**config.mk**
```make
export PLATFORM = sky130hd
export DESIGN_NAME = pad_turnaround_ctrl
export DESIGN_NICKNAME = d
export VERILOG_FILES = /design/src/rtl/pad_turnaround_pkg.sv /design/src/rtl/pad_turnaround_ctrl.sv
export SDC_FILE = /design/constraint.sdc
export NUM_CORES = 1
export LEC_CHECK = 0
export ABC_AREA = 1
export ABC_CLOCK_PERIOD_IN_PS = 2500
export CORE_ASPECT_RATIO = 2
export CORE_MARGIN = 2
export CORE_UTILIZATION = 35
export DETAILED_ROUTE_END_ITERATION = 8
export DONT_BUFFER_PORTS = 1
export GPL_TIMING_DRIVEN = 0
export MAX_ROUTING_LAYER = met4
export PLACE_DENSITY_LB_ADDON = 0.2
export SYNTH_ARGS = -nofsm -noshare
export SYNTH_HDL_FRONTEND = slang
export SYNTH_SLANG_ARGS = --single-unit
```
**constraint.sdc**
```tcl
create_clock -name clk -period 2.5 [get_ports clk]
set_input_delay 0.5 -clock clk [delete_from_list [all_inputs] [get_ports clk]]
set_output_delay 0.5 -clock clk [all_outputs]
set_load 0.01 [all_outputs]
```
**src/rtl/pad_turnaround_pkg.sv**
```systemverilog
// Shared types and helpers for the half-duplex pad turnaround sequencer.
package pad_turnaround_pkg;

  typedef enum logic [1:0] {
    IDLE   = 2'd0,
    DRIVE  = 2'd1,
    TURN   = 2'd2,
    SAMPLE = 2'd3
  } pad_state_e;

  function automatic int unsigned max_u(input int unsigned a, input int unsigned b);
    return (a > b) ? a : b;
  endfunction

endpackage

```
**src/rtl/pad_turnaround_ctrl.sv**
```systemverilog
// Half-duplex pad sequencer: drives a write for DRIVE_CYC cycles, always releases
// the bank for TURN_CYC cycles afterwards, and samples reads after a turnaround gap.
module pad_turnaround_ctrl
  import pad_turnaround_pkg::*;
#(
  parameter int unsigned WIDTH     = 8,
  parameter int unsigned DRIVE_CYC = 2,
  parameter int unsigned TURN_CYC  = 2
) (
  input  logic             clk,
  input  logic             rstn,
  input  logic             req_valid,
  output logic             req_ready,
  input  logic             req_write,
  input  logic [WIDTH-1:0] req_wdata,
  output logic             rsp_valid,
  output logic             rsp_write,
  output logic [WIDTH-1:0] rsp_rdata,
  output logic [WIDTH-1:0] pad_o,
  output logic [WIDTH-1:0] pad_t,
  input  logic [WIDTH-1:0] pad_i
);

  localparam int unsigned CNT_MAX = max_u(DRIVE_CYC, TURN_CYC);
  localparam int unsigned CW      = $clog2(CNT_MAX + 1);

  pad_state_e       state, state_nxt;
  logic [CW-1:0]    cnt, cnt_nxt;
  logic             wr_q, wr_nxt;
  logic [WIDTH-1:0] wdata_q, wdata_nxt;

  logic             accept;
  logic             rsp_valid_d, rsp_write_d;
  logic [WIDTH-1:0] rsp_rdata_d, pad_o_d, pad_t_d;

  assign req_ready = (state == IDLE);
  assign accept    = req_valid && req_ready;

  // State, counter and request latch
  always_ff @(posedge clk or negedge rstn) begin
    if (!rstn) begin
      state   <= IDLE;
      cnt     <= '0;
      wr_q    <= 1'b0;
      wdata_q <= '0;
    end else begin
      state   <= state_nxt;
      cnt     <= cnt_nxt;
      wr_q    <= wr_nxt;
      wdata_q <= wdata_nxt;
    end
  end

  // Next state plus next values for the registered pad/response outputs
  always_comb begin
    state_nxt   = state;
    cnt_nxt     = cnt;
    wr_nxt      = wr_q;
    wdata_nxt   = wdata_q;
    rsp_valid_d = 1'b0;
    rsp_write_d = 1'b0;
    rsp_rdata_d = rsp_rdata;

    unique case (state)
      IDLE: begin
        if (accept) begin
          wr_nxt    = req_write;
          wdata_nxt = req_wdata;
          if (req_write) begin
            state_nxt = DRIVE;
            cnt_nxt   = CW'(DRIVE_CYC);
          end else begin
            state_nxt = TURN;
            cnt_nxt   = CW'(TURN_CYC);
          end
        end
      end
      DRIVE: begin
        if (cnt == CW'(1)) begin
          state_nxt = TURN;
          cnt_nxt   = CW'(TURN_CYC);
        end else begin
          cnt_nxt = cnt - CW'(1);
        end
      end
      TURN: begin
        if (cnt == CW'(1)) begin
          if (wr_q) begin
            state_nxt   = IDLE;
            cnt_nxt     = '0;
            rsp_valid_d = 1'b1;
            rsp_write_d = 1'b1;
          end else begin
            state_nxt = SAMPLE;
            cnt_nxt   = CW'(1);
          end
        end else begin
          cnt_nxt = cnt - CW'(1);
        end
      end
      SAMPLE: begin
        state_nxt   = IDLE;
        cnt_nxt     = '0;
        rsp_valid_d = 1'b1;
        rsp_write_d = 1'b0;
        rsp_rdata_d = pad_i;
      end
      default: begin
        state_nxt = IDLE;
        cnt_nxt   = '0;
      end
    endcase

    // Pads only leave the released state while the next state is DRIVE
    if (state_nxt == DRIVE) begin
      pad_t_d = '0;
      pad_o_d = wdata_nxt;
    end else begin
      pad_t_d = '1;
      pad_o_d = '0;
    end
  end

  // Registered pad and response outputs
  always_ff @(posedge clk or negedge rstn) begin
    if (!rstn) begin
      pad_t     <= '1;
      pad_o     <= '0;
      rsp_valid <= 1'b0;
      rsp_write <= 1'b0;
      rsp_rdata <= '0;
    end else begin
      pad_t     <= pad_t_d;
      pad_o     <= pad_o_d;
      rsp_valid <= rsp_valid_d;
      rsp_write <= rsp_write_d;
      rsp_rdata <= rsp_rdata_d;
    end
  end

endmodule

```
# Word-level counts from Yosys, hierarchy flattened
# Index checks and enable logic that the tools add are counted.
# totals
word_cells	38
inputBits	20
romBits	0
ram_bits	0
out_inout_bits	27
regBits	39
latchBits	0
n_memories	0
# classes
n_bitwise	0
muxes	19
n_addsub	1
n_shift	0
multipliers	0
order_cmp	0
n_div	0
n_reduce_logical	3
eq_ne	6
# op_table
op	n
8-bit 2-to-1 mux	4
2-bit 2-to-1 mux	8
2-bit case mux with 4 select lines	2
2-bit by 1-bit equality test with 1-bit output, second input constant	3
2-bit equality test, second input constant	2
1-bit 2-to-1 mux	4
2-bit logical NOT	1
2-bit by 1-bit != test with 1-bit output, second input constant	1
1-bit case mux with 2 select lines	1
2-bit AND reduction	1
2-bit by 1-bit subtractor with 2-bit output, second input constant	1
1-bit logical AND	1

# Logic depth before layout (Yosys ltp)
# Gate-level depths: netlist of the first run.
# depth
ltp_word	6
ltp_mapped	8

# Least setup slack after synthesis of the first run
# No wires, ideal clock.
# synth_path
path_type	flip-flop to output port
startpoint	reg, netlist name pad_t[6]
endpoint	out pad_t[1]
path_stages_with_launch	2
required_time_ns	2.000
setup_slack_ns	1.277
arrival_time_ns	0.723
path_cell_list	dfstp_2 buf_4
# synth_lines
element	line_no	source
to (decl)	pad_turnaround_ctrl.sv:20	output logic [WIDTH-1:0] pad_t,

==> results.py, run 1 <==
metrics = {
    "global_route": {
        "grt_max_degree": 32,
        "grt_usage_pct": 12.0,
        "antenna_found_initial": 0,
        "grt.overflow.total": 0,
        "grt_pass1_wl_mm": 3.55,
        "grt_pass1_vias": 804,
    },
    "setup_path": {
        "crit_family": "flip-flops",
        "worst_ep_arrival_time_ns": 1.05,
        "critPathMaxFanout": 8,
        "crit_type": "flip-flop to output port",
        "endpoint_kind": "output port",
        "cpPeakStageDelay_ns": 0.62,
        "crit_path_start_kind": "flip-flop",
        "reg2reg_depth": 7,
        "critPathSlowestCell": "dfstp_2",
        "cp_num_buf_inv": 1,
        "path_cells": "buf_4",
        "required_ns": 2.00,
        "cp.depth": 1,
    },
    "logic_synthesis": {
        "postSynthAreaPerCell_sq_um": 10.7,
        "synth_edf_count": 0,
        "ys_async_sr_fraction_pct": 100,
        "synth_largest_area_cell": "dfrtp_1",
        "yosysSeqAreaShare_pct": 59.2,
        "ys_ff_latch": 32,
        "synth_top_cell_area_share_pct": 57.2,
        "yosysWarningCount": 0,
        "netlist_instances": 127,
        "yosys-top-cells-area": "dfrtp_1, mux2_2, inv_1, nand2_1, buf_4",
        "yosysMostFrequentCell": "dfrtp_1",
        "synth_nets": 150,
        "synth_cell_types": 20,
        "synth_area_sq_um": 1360,
        "synthTopCellsByCount": "dfrtp_1, inv_1, nand2_1, nor2_1",
        "ys.flop_type": "dfrtp_1",
    },
    "placed_design": {
        "port_buffers": 0,
        "postPlaceCellArea_sq_um": 1420,
        "place.gp.congestion": 0.720,
        "pre_cts_ws_ns": 1.13,
        "dp_hpwl_mm": 1.55,
    },
    "timing": {
        "skew_ns": 0.00755,
        "fmax_ghz": 0.646,
        "relSlewSlack_pct": 81.6,
        "rsz0062_at_grt": "no",
        "timing.final.hold_violations": 0,
        "period_needed_ns": 1.55,
        "finalSetupViolations": 0,
        "finalMaxSlewViolations": 0,
        "setup_slack_ns": 0.952,
        "fin_crit_sh_pct": 61.9,
        "finalSetupTns_ns": 0,
        "worst_pin_slew_ns": 0.276,
    },
    "routing": {
        "detail_route.iter0.violations": 9,
        "firstDrtPassIters": 4,
        "vias": 830,
        "drc": 0,
        "drt-vias-per-instance": 4.44,
        "wl_per_cell_um": 11.7,
        "drtAntennaViolNets": 0,
        "routed_wl_mm": 2.19,
    },
    "cts": {
        "clk_pin_slew_ns": 0.07,
        "ctsLongestPathBuffers": 2,
        "cts.sinks": 32,
        "insertion_delay_ns": 0.28,
        "cts_root_buffer": "clkbuf_8",
        "cts-buffers-inserted": 5,
        "cts_tree": "done",
        "cts.htree.levels": 2,
    },
    "floorplan": {
        "ios": 47,
        "die_h_um": 92.0,
        "rows": 32,
        "dieArea_sq_um": 4420,
        "die_w_um": 48.0,
        "core_sq_um": 3760,
        "initial_core_util_pct": 36.0,
    },
    "finish": {
        "nNetsFinal": 158,
        "drive_gt1_share_pct": 27.2,
        "num-fill-cells": 404,
        "area_growth_pct": 15.5,
        "design_area_sq_um": 1570,
        "antenna_cells": 0,
        "multi_input_area_sq_um": 388,
        "regArea_sq_um": 802,
    },
    "power_and_ir_drop": {
        "powerDensity_nw_per_um2": 1350,
        "power_leakage_nw": 0.817,
        "ir_drop_mv": 0.654,
    },
    "status": {
        "status": "completed",
    },
    "run": {
        "cap_violations": 0,
    },
    "min_path": {
        "hold_path_class": "input pin to async pin",
    },
}
==> state kept, by name (all words and copies together) (netlist names) <==
| signal | cells |
|---|---|
| pad_o | 8 |
| rsp_rdata | 8 |
| wdata_q | 8 |
| cnt | 2 |
| state | 2 |
| pad_t | 1 |
| rsp_valid | 1 |
| rsp_write | 1 |
| wr_q | 1 |
==> layout make-up <==
type                       instances  share of cell area (%)
buffer                             9                    4.80
clock buffer                       7                    6.16
clock inverter                     1                    1.92
inverter                          24                    5.76
multi-input combinational         62                    24.8
sequential                        32                    51.2
tap                               51                    4.08
timing repair buffer               1                    1.28
==> cells in the final DEF (no fill, tap or decap) <==
| cell | synthesis | final |
|---|---|---|
| nand3_1 | 3 | 3 |
| buf_12 | 0 | 1 |
| nand3_2 | 1 | 1 |
| nor2_4 | 2 | 2 |
| o21ai_1 | 8 | 8 |
| inv_1 | 23 | 23 |
| nand2_4 | 2 | 2 |
| bufinv_16 | 0 | 1 |
| clkbuf_8 | 0 | 7 |
| ha_1 | 3 | 3 |
| nand2_2 | 2 | 2 |
| nor2_1 | 9 | 9 |
| dfstp_2 | 1 | 1 |
| buf_4 | 7 | 7 |
| nor2_2 | 2 | 2 |
| nand4_1 | 1 | 1 |
| a21oi_1 | 4 | 4 |
| dfrtp_1 | 31 | 31 |
| mux2_2 | 8 | 8 |
| buf_6 | 2 | 2 |
| inv_2 | 1 | 1 |
| nand2_1 | 16 | 16 |
| nor3_1 | 1 | 1 |
==> cell families (layout without fill, tap and decap cells) <==
kind of cell / count (synthesis) / count (layout) / synth area share, %
simple gates: 39 / 39 / 14.8
buf+inv: 33 / 42 / 12.2
flops: 32 / 32 / 59.2
compound gates: 12 / 12 / 4.43
mux: 8 / 8 / 6.65
fa+ha+maj: 3 / 3 / 2.77
==> per-layer routing <==
metal	GRT usage, %	vias to the layer above	wire, um
met5	-	-	0
met4	6.08	0	57
met3	4.92	6	211
met2	16.9	42	1060
met1	14.3	387	864
li1	-	395	-
==> power by group <==
group / switching, mW / leakage, nW / total, mW / internal, mW
sequential: 0.194 / 0.386 / 0.953 / 0.759
clock: 0.175 / 0.0645 / 0.526 / 0.351
combinational: 0.360 / 0.366 / 0.637 / 0.278
==> final timing paths <==
| kind | slack (ns) | start | endpoint |
|---|---|---|---|
| min in group clk | 0.36 | req_wdata[0] | wdata_q[0]$_DFF_PN0_ |
| worst min register to register | 0.55 | wdata_q[6]$_DFF_PN0_ | wdata_q[6]$_DFF_PN0_ |
| worst max-delay path | 0.95 | pad_t[6]$_DFF_PN1_ | pad_t[2] |
| worst max register to register | 1.16 | state[1]$_DFF_PN0_ | pad_o[4]$_DFF_PN0_ |
| worst min-delay path | 0.04 | rstn | pad_o[3]$_DFF_PN0_ |
| max in group asynchronous | 2.29 | rstn | cnt[0]$_DFFE_PN0P_ |
==> timing repair <==
| action | 4_1_cts | 5_1_grt |
|---|---|---|
| gates resized for setup | 0 | 0 |
| buffers inserted | 0 | 0 |
| endpoints found under the hold margin | 31 | 0 |
| hold buffers | 1 | 0 |
==> stage by stage <==
step / cells / util (%) / power [mW] / hold WS, ns
floorplan: 127 / - / 1.48 / 0.204
global route: 187 / 41.6 / 2.30 / 0.0341
detailed placement: 178 / 37.7 / 1.60 / 0.205
finish: 187 / 41.6 / 2.12 / 0.0402
global placement: 178 / 37.7 / 1.59 / 0.205
CTS: 187 / 41.6 / 2.16 / 0.0344
Power figures use the tool's default switching activity.
==> inputs of run 2 (changes only) <==
Settings changed: ABC_CLOCK_PERIOD_IN_PS 2500 to 1540.
Clock period 2.5 ns to 1.54 ns, I/O delays scaled along.
==> run 2 against run 1 <==
  * Setup slack got worse by 0.77 ns
  * Largest power group unchanged
  * Worst hold slack improved by 0.13 ns
  * Core utilization rose by 0.27 points
  * Routed wire length fell by 1.1%
  * Critical path depth did not move
==> results.py, run 2 (synthesis results as in run 1) <==
metrics = {
    "finish": {
        "nNetsFinal": 159,
        "area_growth_pct": 16.3,
        "antenna_cells": 0,
        "reg_top3": "pad_o: 8 flops, rsp_rdata: 8 flops, wdata_q: 8 flops",
        "final_cell_mix": "dfrtp_1, inv_1, nand2_1, nor2_1",
        "num-fill-cells": 405,
        "drive_gt1_share_pct": 27.0,
        "final_common_cell": "dfrtp_1",
    },
    "run": {
        "cap_violations": 0,
    },
    "power_and_ir_drop": {
        "ir_drop_mv": 1.06,
        "seq_power_share_pct": 45.0,
        "pwr-share-clk_pct": 24.8,
        "switching_share_pct": 34.5,
        "powerDensity_nw_per_um2": 2180,
        "switching_power_mw": 1.19,
        "p_int_mw": 2.25,
        "combPwrFrac_pct": 30.2,
        "power_leakage_nw": 0.821,
    },
    "floorplan": {
        "rows": 32,
        "ios": 47,
        "die_h_um": 92.0,
        "dieArea_sq_um": 4420,
        "die_w_um": 48.0,
        "core_sq_um": 3760,
        "initial_core_util_pct": 36.0,
    },
    "setup_path": {
        "critPathSlowestCell": "dfstp_2",
        "required_ns": 1.23,
        "cp_num_buf_inv": 1,
        "cpPeakStageDelay_ns": 0.62,
        "r2r_slack_ns": 0.20,
        "worst_ep_arrival_time_ns": 1.05,
        "reg2reg_depth": 7,
        "endpoint_kind": "output port",
        "crit_end": "pad_t[2]",
        "crit_type": "flip-flop to output port",
        "crit_path_start_kind": "flip-flop",
        "rr_endpoint": "pad_o[4]$_DFF_PN0_",
        "cp.depth": 1,
        "path_cells": "buf_4",
        "critPathMaxFanout": 8,
        "setup.worst_path.start": "pad_t[6]$_DFF_PN1_",
        "crit_family": "flip-flops",
        "r2r_start": "state[1]$_DFF_PN0_",
    },
    "timing": {
        "fin_crit_sh_pct": 88.0,
        "finalMaxSlewViolations": 0,
        "fmax_ghz": 0.738,
        "worst_hold_slack_ns": 0.167,
        "rsz0062_at_grt": "no",
        "finalSetupTns_ns": 0,
        "finalSetupViolations": 0,
        "skew_ns": 0.00763,
        "period_needed_ns": 1.36,
        "relSlewSlack_pct": 81.6,
        "worst_pin_slew_ns": 0.276,
        "timing.final.hold_violations": 0,
    },
    "placed_design": {
        "dp_hpwl_mm": 1.55,
        "port_buffers": 0,
        "place.gp.congestion": 0.720,
    },
    "routing": {
        "drtAntennaViolNets": 0,
        "drt-vias-per-instance": 4.44,
        "vias": 834,
        "wl_per_cell_um": 11.5,
        "firstDrtPassIters": 4,
        "detail_route.iter0.violations": 9,
        "drc": 0,
        "routed_wl_mm": 2.17,
    },
    "min_path": {
        "min_from": "req_wdata[0]",
        "hold_path_class": "input pin to flip-flop",
    },
    "cts": {
        "cts_root_buffer": "clkbuf_8",
        "cts-buffers-inserted": 5,
        "ctsLongestPathBuffers": 2,
        "ctsResizeCount": 0,
        "cts.sinks": 32,
        "insertion_delay_ns": 0.28,
        "cts.htree.levels": 2,
        "clk_pin_slew_ns": 0.07,
        "cts_tree": "done",
    },
    "status": {
        "status": "completed",
    },
    "global_route": {
        "grt.overflow.total": 0,
        "grt_max_degree": 33,
        "grt_pass1_wl_mm": 3.51,
        "antenna_found_initial": 0,
        "grt_pass1_vias": 808,
        "grt_usage_pct": 11.8,
    },
}
-- run 2: cell types whose count changed in the layout (fill, tap and decap cells not counted), sizes merged --
| cell | change |
|---|---|
| dlygate4sd3 | +1 |
-- run 2: power groups by stage --
stage	combinational (mW)	clock (mW)	sequential, mW
3_3_place_gp	1.01	0	1.56
3_5_place_dp	1.03	0	1.57
6_report	1.04	0.855	1.55
4_1_cts	1.06	0.886	1.56
2_1_floorplan	0.885	0	1.51
5_1_grt	1.19	0.932	1.61
-- run 2: worst min-delay path by stage --
stage | end | slack, ns | depth (start not counted)
floorplan | cnt[0]$_DFFE_PN0P_ | 0.01 | 0
global placement | rsp_write$_DFF_PN0_ | 0.01 | 0
detailed placement | rsp_write$_DFF_PN0_ | 0.01 | 0
CTS | wdata_q[0]$_DFF_PN0_ | 0.16 | 2
global route | rsp_rdata[1]$_DFFE_PN0N_ | 0.16 | 1
finish | wdata_q[0]$_DFF_PN0_ | 0.17 | 2
-- run 2: repair_timing --
| item | CTS | global route |
|---|---|---|
| setup buffers | 0 | 0 |
| endpoints found under the hold margin | 32 | 0 |
| hold buffers | 2 | 0 |
-- run 2: layer usage --
metal  share of wire (%)  track usage (%)
met1                  40             14.2
met2                  48             16.4
met4                 2.6             6.08
met3                 9.5             4.92
met5                   0                -
-- run 2: cell type report --
cell class	instances	area (sq um)	share of cell area, %
multi-input combinational	62	388	24.6
buffer	9	75.1	4.77
sequential	32	802	50.9
inverter	24	90.1	5.72
tap	51	63.8	4.05
clock inverter	1	30.0	1.91
timing repair buffer	2	30.0	1.91
clock buffer	7	96.3	6.12
-- run 2: worst register-to-register path: cells and delay by family, from the launching register on --
family	cells	cell delay, ns
buffers and inverters	1	0.14
DFF	1	0.38
and+or+nand+nor	6	0.73
-- run 2: per-stage QoR --
step	util (%)	instance area (sq um)	worst slack, ns	cells	power [mW]
finish	41.9	1580	0.185	188	3.44
global route	41.9	1580	0.0883	188	3.74
CTS	41.9	1580	0.164	188	3.50
detailed placement	37.7	1420	0.170	178	2.61
global placement	37.7	1420	0.206	178	2.58
floorplan	-	1360	0.341	127	2.40
